[src/rtl/mem_bus_arbiter.sv]
// mem_bus_arbiter: shares one downstream memory port between the instruction
// fetch requester (I) and the load/store requester (D). It allows one
// transaction in flight at a time. D has priority, and a starvation counter
// guarantees that I is granted after a bounded number of consecutive losses.
module mem_bus_arbiter #(
    parameter int ADDR_W       = 64,
    parameter int DATA_W       = 64,
    parameter int STARVE_LIMIT = 4
) (
    input  logic                  clk,
    input  logic                  rst,
    input  logic                  i_valid,
    input  logic [ADDR_W-1:0]     i_addr,
    output logic                  i_ok,
    output logic [DATA_W-1:0]     i_rdata,
    input  logic                  d_valid,
    input  logic [ADDR_W-1:0]     d_addr,
    input  logic                  d_write,
    input  logic [DATA_W/8-1:0]   d_strobe,
    input  logic [DATA_W-1:0]     d_wdata,
    output logic                  d_ok,
    output logic [DATA_W-1:0]     d_rdata,
    output logic                  m_valid,
    output logic [ADDR_W-1:0]     m_addr,
    output logic                  m_write,
    output logic [DATA_W/8-1:0]   m_strobe,
    output logic [DATA_W-1:0]     m_wdata,
    input  logic                  m_ready,
    input  logic                  m_rvalid,
    input  logic [DATA_W-1:0]     m_rdata,
    output logic                  stray_resp
);

    localparam int STRB_W = DATA_W / 8;

    localparam logic [1:0] ST_IDLE  = 2'd0;
    localparam logic [1:0] ST_ISSUE = 2'd1;
    localparam logic [1:0] ST_WAIT  = 2'd2;
    localparam logic [1:0] ST_DONE  = 2'd3;

    localparam logic [3:0] LIMIT = 4'(STARVE_LIMIT);

    logic [1:0]        state_reg,  state_next;
    logic              owner_reg,  owner_next;    // 1 = D owns the transaction
    logic [3:0]        starve_reg, starve_next;
    logic [ADDR_W-1:0] addr_reg,   addr_next;
    logic              write_reg,  write_next;
    logic [STRB_W-1:0] strobe_reg, strobe_next;
    logic [DATA_W-1:0] wdata_reg,  wdata_next;
    logic [DATA_W-1:0] i_rdata_reg;
    logic [DATA_W-1:0] d_rdata_reg;
    logic              grant_d;

    // Arbitration, request latching and transaction sequencing.
    always_comb begin
        state_next  = state_reg;
        owner_next  = owner_reg;
        starve_next = starve_reg;
        addr_next   = addr_reg;
        write_next  = write_reg;
        strobe_next = strobe_reg;
        wdata_next  = wdata_reg;
        grant_d     = 1'b0;
        case (state_reg)
            ST_IDLE: begin
                if (i_valid || d_valid) begin
                    // D wins unless I has already lost STARVE_LIMIT times in a row.
                    grant_d    = d_valid && !(i_valid && (starve_reg == LIMIT));
                    state_next = ST_ISSUE;
                    owner_next = grant_d;
                    if (grant_d) begin
                        addr_next   = d_addr;
                        write_next  = d_write;
                        strobe_next = d_strobe;
                        wdata_next  = d_wdata;
                        // A D win with I waiting is one more lost round for I.
                        if (i_valid && (starve_reg != LIMIT)) begin
                            starve_next = starve_reg + 4'd1;
                        end
                    end else begin
                        // Fetches never write.
                        addr_next   = i_addr;
                        write_next  = 1'b0;
                        strobe_next = '0;
                        wdata_next  = '0;
                        starve_next = 4'd0;
                    end
                end
            end
            ST_ISSUE: begin
                if (m_ready) begin
                    state_next = ST_WAIT;
                end
            end
            ST_WAIT: begin
                if (m_rvalid) begin
                    state_next = ST_DONE;
                end
            end
            default: begin
                state_next = ST_IDLE;
            end
        endcase
    end

    // State and latched-request registers.
    always_ff @(posedge clk or negedge rst) begin
        if (!rst) begin
            state_reg  <= ST_IDLE;
            owner_reg  <= 1'b0;
            starve_reg <= 4'd0;
            addr_reg   <= '0;
            write_reg  <= 1'b0;
            strobe_reg <= '0;
            wdata_reg  <= '0;
        end else begin
            state_reg  <= state_next;
            owner_reg  <= owner_next;
            starve_reg <= starve_next;
            addr_reg   <= addr_next;
            write_reg  <= write_next;
            strobe_reg <= strobe_next;
            wdata_reg  <= wdata_next;
        end
    end

    // Capture the response into the owner's read-data register. The value holds until that owner's next response.
    always_ff @(posedge clk or negedge rst) begin
        if (!rst) begin
            i_rdata_reg <= '0;
            d_rdata_reg <= '0;
        end else if ((state_reg == ST_WAIT) && m_rvalid) begin
            if (owner_reg) begin
                d_rdata_reg <= m_rdata;
            end else begin
                i_rdata_reg <= m_rdata;
            end
        end
    end

    assign m_valid  = (state_reg == ST_ISSUE);
    assign m_addr   = addr_reg;
    assign m_write  = write_reg;
    assign m_strobe = strobe_reg;
    assign m_wdata  = wdata_reg;

    assign i_ok    = (state_reg == ST_DONE) && !owner_reg;
    assign d_ok    = (state_reg == ST_DONE) &&  owner_reg;
    assign i_rdata = i_rdata_reg;
    assign d_rdata = d_rdata_reg;

    // A response while no transaction is awaiting one is flagged.
    // The flag is kept low while reset is asserted.
    assign stray_resp = rst && m_rvalid &&
                        ((state_reg == ST_IDLE) || (state_reg == ST_ISSUE));

endmodule

[config.mk]
export PLATFORM = sky130hd
export DESIGN_NAME = mem_bus_arbiter
export DESIGN_NICKNAME = d
export VERILOG_FILES = /design/src/rtl/mem_bus_arbiter.sv
export SDC_FILE = /design/constraint.sdc
export NUM_CORES = 1
export LEC_CHECK = 0
export CORE_AREA = 3 3 212 214
export CTS_CLUSTER_SIZE = 24
export DETAILED_ROUTE_END_ITERATION = 10
export DIE_AREA = 0 0 215 217
export HOLD_SLACK_MARGIN = 0.12
export SETUP_SLACK_MARGIN = 0.4
export SKIP_LAST_GASP = 1
export SYNTH_ARGS = -nofsm -noshare
export SYNTH_HDL_FRONTEND = slang
export SYNTH_SLANG_ARGS = --single-unit
[constraint.sdc]
create_clock -name clk -period 4.06 [get_ports clk]
set_input_delay 0.609 -clock clk [delete_from_list [all_inputs] [get_ports clk]]
set_output_delay 0.609 -clock clk [all_outputs]
set_load 0.02 [all_outputs]
# Word-level counts from Yosys, hierarchy flattened
# Index checks and enable logic that the tools add are counted.
# op_classes
eq_ne	9
n_addsub	1
n_reduce_logical	18
bitwise_logic	1
n_mux	10
# ops
op	n
2-to-1 mux 64 bit	2
logical AND 1 bit	8
2-to-1 mux 4 bit	2
2-to-1 mux 8 bit	1
2-to-1 mux 2 bit	3
case mux 2 bit (3 select lines)	1
AND reduction 2 bit	3
AND reduction 3 bit	2
adder 4 x 1 -> 4 bit (second input constant)	1
equality test 2 bit (second input constant)	2
equality test 4 x 3 -> 1 bit (second input constant)	1
!= test 2 x 1 -> 1 bit (second input constant)	2
!= test 2 bit (second input constant)	2
!= test 4 x 3 -> 1 bit (second input constant)	1
equality test 2 x 1 -> 1 bit (second input constant)	1
logical NOT 1 bit	2
logical NOT 2 bit	1
logical OR 1 bit	2
2-to-1 mux 1 bit	1
inverter 1 bit	1
# word_totals
wordCells	48
inputBits	271
out_inout_bits	269
reg_bits	272

# Longest topological paths before layout
# Gate-level depths: netlist (run 1).
# depth
word_depth	6
mapped_depth	8
mapped_depth_nobuf	5

# Least setup slack after synthesis (run 1)
# OpenSTA, ideal clock, no wires.
# synth_timing
kind	reg-to-output
startpoint	reg state_reg[0]
endpoint	out stray_resp
n_path_buf	2
required_time_ns	3.451
path_stages_with_launch	6
setup_slack_ns	2.153
arrival_time_ns	1.298
cell_sequence	dfrtp_1 > inv_1 > ha_1 > buf_2 > clkbuf_1 > o211a_1
# synth_between
elab_chain_len	3
elab_cells_between_ends	4
classes_between	eq/ne: 1; reduce/logical: 3
# synth_lines
item	line	text
start, declared	43	logic [1:0] state_reg, state_next;
start signal, assigned	117	state_reg <= state_next;
equality test 2 x 1 -> 1 bit or logical NOT 2 bit (tied branches)	155	((state_reg == ST_IDLE) || (state_reg == ST_ISSUE));
logical OR 1 bit (*)	155	
logical AND 1 bit (*)	154	assign stray_resp = rst && m_rvalid &&
end, declared	31	output logic stray_resp
# Mark *: on every way between the ends. The rest lies on a longest branch, timed or not.

# Final worst setup path (run 1)
# layout_timing
startpoint	in rst
endpoint	out stray_resp
# layout_between
elab_chain_len	2
# layout_lines
item	line	text
start, declared	11	input logic rst,
logical AND 1 bit (2 in a row)	154	
# No other way between the ends.

==> flow_summary.ini, run 1 <==
[status]
outcome = complete, no violations

[timing]
hold_viol = 0
rsz0062_at_grt = no
maxSlewViolCount = 0
setup_viol = 0
clock_skew_ps = 11.1
finalSetupTns_ps = 0
timing.fmax_mhz = 337
period_share_pct = 73.0
holdWs_ps = 494
relSlewSlack_pct = 36.1
post-route-min-period_ps = 2960
setup_ws_ps = 1100
max_slew.worst_pin.slew_ps = 958

[grt]
grt_usage_pct = 16.1
antenna_found_initial = 3
grt_pass1_wl_mm = 59.3
globalRouteOverflowTotal = 0
grt_max_degree = 128
grt_pass1_vias = 9599

[yosys]
syn_avg_cell_area_um2 = 13.1
syn-num-nets = 1126
ys_ff_latch = 272
ys.flop_type = dfrtp_1
ys_seq_area_share_pct = 61.1
ys_warn_count = 0
synth_edf_count = 0
ys_types = 34
synthArstFlopShare_pct = 100
syn-cell-area_um2 = 11100
synthCells = 849

[critical_path]
crit_fanout = 46
endpoint_kind = primary output
start_kind = input pin
reg2reg_slack_ps = 1660
cp_cell_sequence = dlygate4sd3_1 -> buf_8 -> o211a_1 -> clkdlybuf4s50_1
cp_data_required_time_ps = 3450
critPathArrivalTime_ps = 2360
critical_path_class = input pin to primary output
slowest_stage = clkdlybuf4s50_1
max_stage_delay_ps = 620

[clock_tree]
cts_tree = built
post_cts_resized = 0
clock-sinks = 272
cts_root_buf = clkbuf_16
clk_path_buf_depth = 3
numCtsBuffers = 31
clock_latency_ps = 570
htree_num_levels = 1
cts.clk_slew.worst_paths_ps = 60

[cells_and_area]
final_cell_mix = clkdlybuf4s50_1, dfrtp_1, nand2_1
fill_cells = 4094
areaGrowthSynthToFinish_pct = 64.0
final_util_pct = 42.4
final_nets = 1640
final_common_cell = clkdlybuf4s50_1
drive_gt1_share_pct = 15.1

[placed_design]
port_buffers = 539
pre_cts_slack_ps = 1200
hpwlAfterDp_mm = 28.6
globalplace.congestion = 0.803

[flow_run]
cap_viol_max_count = 0

[drt]
drtIter0Drc = 544
firstDrtPassIters = 4
wl_per_cell_um = 20.0
antenna_left = 0
drc_errors = 0
drt_wl_total_mm = 39.5
routed-via-count = 9148
vias_per_cell = 4.63

[floorplanning]
core-area_um2 = 43100
fp.dieArea_um2 = 46700
row_count = 76
die_w_um = 215
die_h_um = 217
initial_core_util_pct = 25.9
io_pins = 540

[power]
p_switching_mw = 5.70
ir_drop_uv = 350
clkPwrFrac_pct = 20.7
p_int_mw = 9.71
power.density_nw_per_um2 = 844
cellLeakagePower_nw = 7.74
switching_share_pct = 37.0
share_seq_of_total_power_pct = 30.4
pwr-share-comb_pct = 48.9

[hold_path]
hold_path.class = flip-flop to flip-flop
what timing repair did:
item / CTS / global route
endpoints found under the hold margin: 43 / 0
hold buffers: 1 / 0
buffers inserted: 0 / 0
layer usage:
| layer | vias to the layer above | routed length [um] | GRT usage (%) |
|---|---|---|---|
| li1 | 4135 | - | - |
| met1 | 4512 | 16200 | 19.8 |
| met2 | 432 | 18700 | 27.1 |
| met3 | 65 | 3500 | 5.22 |
| met4 | 4 | 1050 | 4.60 |
| met5 | - | 27 | 0 |
through the flow:
stage | power [mW] | instance area [um^2] | cells
floorplan | 8.64 | 11100 | 849
global placement | 12.2 | 17100 | 1914
detailed placement | 12.3 | 17100 | 1914
CTS | 15.6 | 18300 | 1973
global route | 16.2 | 18300 | 1973
finish | 15.4 | 18300 | 1974
cells in the mapped netlist (all sizes together), types with 2 or more instances:
master | instances | share of area, %
o22ai | 2 | 0.11
clkbuf | 32 | 1.1
nand3 | 3 | 0.13
and2 | 3 | 0.17
ha | 6 | 0.67
nand2 | 133 | 4.5
inv | 9 | 0.30
dfrtp | 272 | 61
buf | 41 | 2.1
mux2 | 129 | 15
o211ai | 64 | 4.3
a22o | 73 | 5.7
o21ai | 3 | 0.13
nand4 | 65 | 3.7
area by class of cell:
| cell class | instances | area (um^2) | area share [%] |
|---|---|---|---|
| diodes | 1 | 2.50 | 0.0137 |
| clock buffers | 38 | 852 | 4.67 |
| clock inverters | 20 | 320 | 1.75 |
| inverters | 9 | 33.8 | 0.185 |
| multi-input cells | 495 | 3980 | 21.8 |
| flip-flops and latches | 272 | 6810 | 37.3 |
| well taps | 585 | 732 | 4.01 |
| repair buffers | 554 | 5540 | 30.3 |
final timing paths:
check	from	to	cells after the start
max	rst	stray_resp	4
min	m_addr[32]	m_addr[32]	2
max reg2reg	state_reg[0]	m_wdata[49]	5
min reg2reg	m_addr[32]	m_addr[32]	2
max in group asynchronous	rst	m_addr[30]	4
min in group asynchronous	rst	m_wdata[25]	2
power by group through the flow:
stage	registers (mW)	clock network, mW	logic, mW
3_5_place_dp	4.72	0	7.61
3_3_place_gp	4.70	0	7.54
4_1_cts	4.70	3.28	7.63
6_report	4.69	3.19	7.54
2_1_floorplan	6.14	0	2.50
5_1_grt	4.86	3.41	7.96
cell families after synthesis:
logic type	count (synthesis)	synth area share, %
mux	129	15.1
fa+ha+maj	6	0.674
flops	272	61.1
compound gates	150	10.9
buf+inv	82	3.47
simple gates	210	8.77
critical path: cells and delay by family:
family / cells / cell delay, ps
buf+inv: 3 / 1500
compound gates: 1 / 210
Note: power is estimated with default switching activity, not from simulation.
==> inputs of run 2 (changes only) <==
==> constraint.sdc (replaced) <==
create_clock -name clk -period 3.1 [get_ports clk]
set_input_delay 0.465 -clock clk [delete_from_list [all_inputs] [get_ports clk]]
set_output_delay 0.465 -clock clk [all_outputs]
set_load 0.02 [all_outputs]
==> run 2 against run 1 <==
Against the previous run:
- flip-flop and latch count stayed put
- clock power is 17% higher
- setup slack got worse by 600 ps
- final area down 0.17%
- total power rose by 29%
- final cell count is essentially flat
- critical path type unchanged
- critical endpoint unchanged
- highest routed layer unchanged
==> flow_summary.ini, run 2 (same netlist as run 1, synthesis figures left out) <==
[clock_tree]
cts.clk_slew.worst_paths_ps = 60
clock_latency_ps = 530
clk_path_buf_depth = 3
cts_root_buf = clkbuf_16
htree_num_levels = 2
cts_tree = built
numCtsBuffers = 34
clock-sinks = 272

[drt]
drc_errors = 0
vias_per_cell = 4.64
antenna_left = 0
wl_per_cell_um = 20.2
drt_wl_total_mm = 39.9
drtIter0Drc = 486
firstDrtPassIters = 5
routed-via-count = 9146

[critical_path]
critPathTopFamily = buffers and inverters
cp_num_buf_inv = 3
timing.critical_path.from = rst
r2r-start = state_reg[0]
ff2ff_path_depth = 6
critical_path_class = input pin to primary output
rr_endpoint = i_rdata[26]
start_kind = input pin
slowest_stage = clkdlybuf4s50_1
path_depth = 4
cp_cell_sequence = dlygate4sd3_1 -> buf_12 -> o211a_1 -> clkdlybuf4s50_1
crit_fanout = 45
max_stage_delay_ps = 620
reg2reg_slack_ps = 840
cp_data_required_time_ps = 2630
critPathArrivalTime_ps = 2140
endpoint_kind = primary output

[grt]
grt_usage_pct = 16.5
globalRouteOverflowTotal = 0
grt_pass1_wl_mm = 60.3
antenna_found_initial = 4
grt_pass1_vias = 9803
grt_max_degree = 127

[timing]
max_slew.worst_pin.slew_ps = 836
relSlewSlack_pct = 44.2
timing.fmax_mhz = 384
period_share_pct = 83.9
rsz0062_at_grt = no
clock_skew_ps = 15.2
setup_viol = 0
setup_ws_ps = 498
post-route-min-period_ps = 2600
finalSetupTns_ps = 0
hold_viol = 0
maxSlewViolCount = 0

[placed_design]
globalplace.congestion = 0.780
hpwlAfterDp_mm = 28.8
port_buffers = 539
pre_cts_slack_ps = 622

[power]
total_power_mw = 19.9
ir_drop_uv = 635
power.density_nw_per_um2 = 1090
cellLeakagePower_nw = 7.70

[floorplanning]
core-area_um2 = 43100
die_w_um = 215
fp.dieArea_um2 = 46700
io_pins = 540
row_count = 76
die_h_um = 217
initial_core_util_pct = 25.9

[cells_and_area]
final_common_cell = clkdlybuf4s50_1
areaGrowthSynthToFinish_pct = 63.7
fill_cells = 4088
drive_gt1_share_pct = 14.6
final_util_pct = 42.3
final_nets = 1646
final_cell_mix = clkdlybuf4s50_1, dfrtp_1, nand2_1

[hold_path]
hold-path-endpoint = starve_reg[0]
hp-start = d_valid
min_path_cells = 3
hold_path.class = input pin to flip-flop

[status]
outcome = complete, no violations

[flow_run]
cap_viol_max_count = 0
==> run 2: final cells by class <==
type / instances / area, um^2 / area share, %
inverter: 9 / 33.8 / 0.185
clock inverter: 8 / 95.1 / 0.522
antenna: 2 / 5.00 / 0.0275
multi-input combinational: 495 / 3990 / 21.9
clock buffer: 45 / 943 / 5.17
sequential: 272 / 6810 / 37.3
tap: 585 / 732 / 4.01
timing repair buffer: 557 / 5630 / 30.9
==> run 2: stage by stage <==
stage,cell area (um^2),hold WS [ps],cells
final,18200,374,1973
after global routing,18200,358,1972
after CTS,18200,316,1971
after detailed placement,17200,388,1916
after global placement,17200,389,1916
after floorplan,11100,169,849
==> run 2: per-layer routing <==
layer / wire [um] / track usage [%] / up-vias
met5: 34 / 0 / -
met4: 1100 / 5.38 / 4
met3: 3680 / 6.07 / 65
met2: 18900 / 27.4 / 422
met1: 16200 / 19.8 / 4525
li1: - / - / 4130
==> run 2: worst max-delay path by stage <==
| stage | endpoint | slack, ps |
|---|---|---|
| final | stray_resp | 500 |
| after floorplan | i_rdata[10] | 1290 |
| after global placement | i_rdata[51] | 650 |
| after detailed placement | state_reg[0] | 620 |
| after global routing | stray_resp | 430 |
| after CTS | stray_resp | 410 |
==> run 2: repair_timing <==
action,CTS,global route
resized for setup,1,1
gates cloned,0,0
pin swaps,1,0
hold endpoints to repair,42,0
hold buffers,1,0
setup buffers,1,0
setup endpoints to repair,1,1
==> run 2: worst reg2reg max path: cells and delay by family, from the launching register on <==
family | cells | cell delay [ps]
buf+inv | 3 | 550
flops | 1 | 410
simple gates | 1 | 530
fa+ha+maj | 1 | 290
mux | 1 | 380
==> run 2: power by group <==
| part | switching, mW | total (mW) | internal (mW) |
|---|---|---|---|
| logic | 5.04 | 9.99 | 4.95 |
| clock network | 1.53 | 3.74 | 2.22 |
| registers | 0.928 | 6.15 | 5.22 |
| total | 7.49 | 19.9 | 12.4 |
==> inputs of run 3 (changes only) <==
==> constraint.sdc (replaced) <==
create_clock -name clk -period 2.65 [get_ports clk]
set_input_delay 0.3975 -clock clk [delete_from_list [all_inputs] [get_ports clk]]
set_output_delay 0.3975 -clock clk [all_outputs]
set_load 0.02 [all_outputs]
==> run 3 against run 2 <==
Against the previous run:
- wire length shrank 0.47%
- via count up 0.17%
- sequential power is 17% higher
- non-clock buffer count is 7 higher
- hold slack worse by 140 ps
- clock-buffer cell count up 3
- setup slack got worse by 67 ps
- flip-flop and latch count unchanged
- clock skew decreased by 6.7 ps
==> flow_summary.ini, run 3 (same netlist as run 1, synthesis figures left out) <==
[grt]
globalRouteOverflowTotal = 0
grt_pass1_vias = 9742
gr-usage-met2_pct = 27.4
antenna_found_initial = 1
grt_usage_pct = 16.2
grt_max_degree = 123
grt_pass1_wl_mm = 59.9
grt_most_used_layer = met2
met3_usage_pct = 5.61
gr-usage-met1_pct = 20.0

[drt]
routed-via-count = 9162
antenna_left = 0
wl_per_cell_um = 20.0
drtIter0Drc = 500
drt_wl_total_mm = 39.7
drc_errors = 0
vias_per_cell = 4.62
firstDrtPassIters = 4

[floorplanning]
die_w_um = 215
core-area_um2 = 43100
io_pins = 540
initial_core_util_pct = 25.9
fp.dieArea_um2 = 46700
die_h_um = 217
row_count = 76

[hold_path]
hold_path.class = input pin to flip-flop
min_path_cells = 3
hold-path-endpoint = starve_reg[1]
hp-start = d_valid

[timing]
hold_viol = 0
max_slew.worst_pin.slew_ps = 854
rsz0062_at_grt = yes
timing.fmax_mhz = 451
period_share_pct = 83.7
finalSetupTns_ps = 0
setup_viol = 0
relSlewSlack_pct = 43.1
post-route-min-period_ps = 2220
clock_skew_ps = 8.48
setup_ws_ps = 431
maxSlewViolCount = 0

[critical_path]
r2r-start = state_reg[0]
critical_path_class = flip-flop to primary output
ff2ff_path_depth = 6
reg2reg_slack_ps = 480
critPathArrivalTime_ps = 1820
endpoint_kind = primary output
rr_endpoint = i_rdata[55]
crit_fanout = 8
cp_data_required_time_ps = 2250
start_kind = flip-flop

[clock_tree]
clock_latency_ps = 570
htree_num_levels = 1
postCtsSetupBuffers = 0
numCtsBuffers = 31
cts_root_buf = clkbuf_16
clock-sinks = 272
clk_path_buf_depth = 3
cts.clk_slew.worst_paths_ps = 60
cts_tree = built

[cells_and_area]
final_area_um2 = 18300
final_cell_mix = clkdlybuf4s50_1, dfrtp_1, nand2_1
drive_gt1_share_pct = 15.0
areaGrowthSynthToFinish_pct = 64.2
diodes = 0
final_nets = 1650
final_common_cell = clkdlybuf4s50_1

[power]
cellLeakagePower_nw = 7.75
ir_drop_uv = 626
power.density_nw_per_um2 = 1270

[placed_design]
port_buffers = 539
place_area_um2 = 17300
hpwlAfterDp_mm = 29.2
globalplace.congestion = 0.784
pre_cts_slack_ps = 279

[flow_run]
cap_viol_max_count = 0

[status]
outcome = complete, no violations
run 3: critical path, stage by stage (launching register included):
cell and delay (ps):
dfrtp_1 410, inv_1 150, ha_4 230, o211a_1 170, clkdlybuf4s15_1 300
run 3: worst max-delay path by stage:
| stage | start | end | cells after the start |
|---|---|---|---|
| 2_1_floorplan | state_reg[0] | i_rdata[10] | 7 |
| 3_3_place_gp | m_rvalid | i_rdata[58] | 5 |
| 3_5_place_dp | i_valid | starve_reg[2] | 5 |
| 4_1_cts | state_reg[0] | stray_resp | 4 |
| 5_1_grt | state_reg[0] | stray_resp | 4 |
| 6_report | state_reg[0] | stray_resp | 4 |
run 3: through the flow:
step,hold WS [ps],power [mW],cells,util (%)
after CTS,202,23.5,1982,42.5
after global placement,290,19.0,1923,40.1
final,233,23.2,1982,42.4
after global routing,222,24.5,1982,42.4
after detailed placement,290,19.2,1923,40.1
after floorplan,102,13.2,849,-
run 3: report_power, final:
part | switching (mW) | leakage, nW | internal [mW] | total, mW
clock network | 1.73 | 0.484 | 2.48 | 4.21
logic | 5.86 | 3.92 | 5.88 | 11.7
registers | 1.12 | 3.35 | 6.10 | 7.22
total | 8.71 | 7.75 | 14.5 | 23.2
run 3: timing repair:
action,CTS,global route
endpoints found under the setup margin,4,3
gates resized for setup,6,5
hold endpoints to repair,30,0
cloned,0,0
hold buffers,2,0
run 3: cell type report:
class	instances	area [um^2]
Fill cell	4104	24800
Sequential cell	272	6810
Timing Repair Buffer	564	5720
Multi-Input combinational cell	495	3990
Clock buffer	48	880
Tap cell	585	732
Clock inverter	9	116
Inverter	9	33.8
run 3: per-layer routing:
metal,share of wire [%],vias up
met5,0.033,-
met1,41,4511
li1,-,4160
met2,47,433
met3,9.3,56
met4,2.7,2
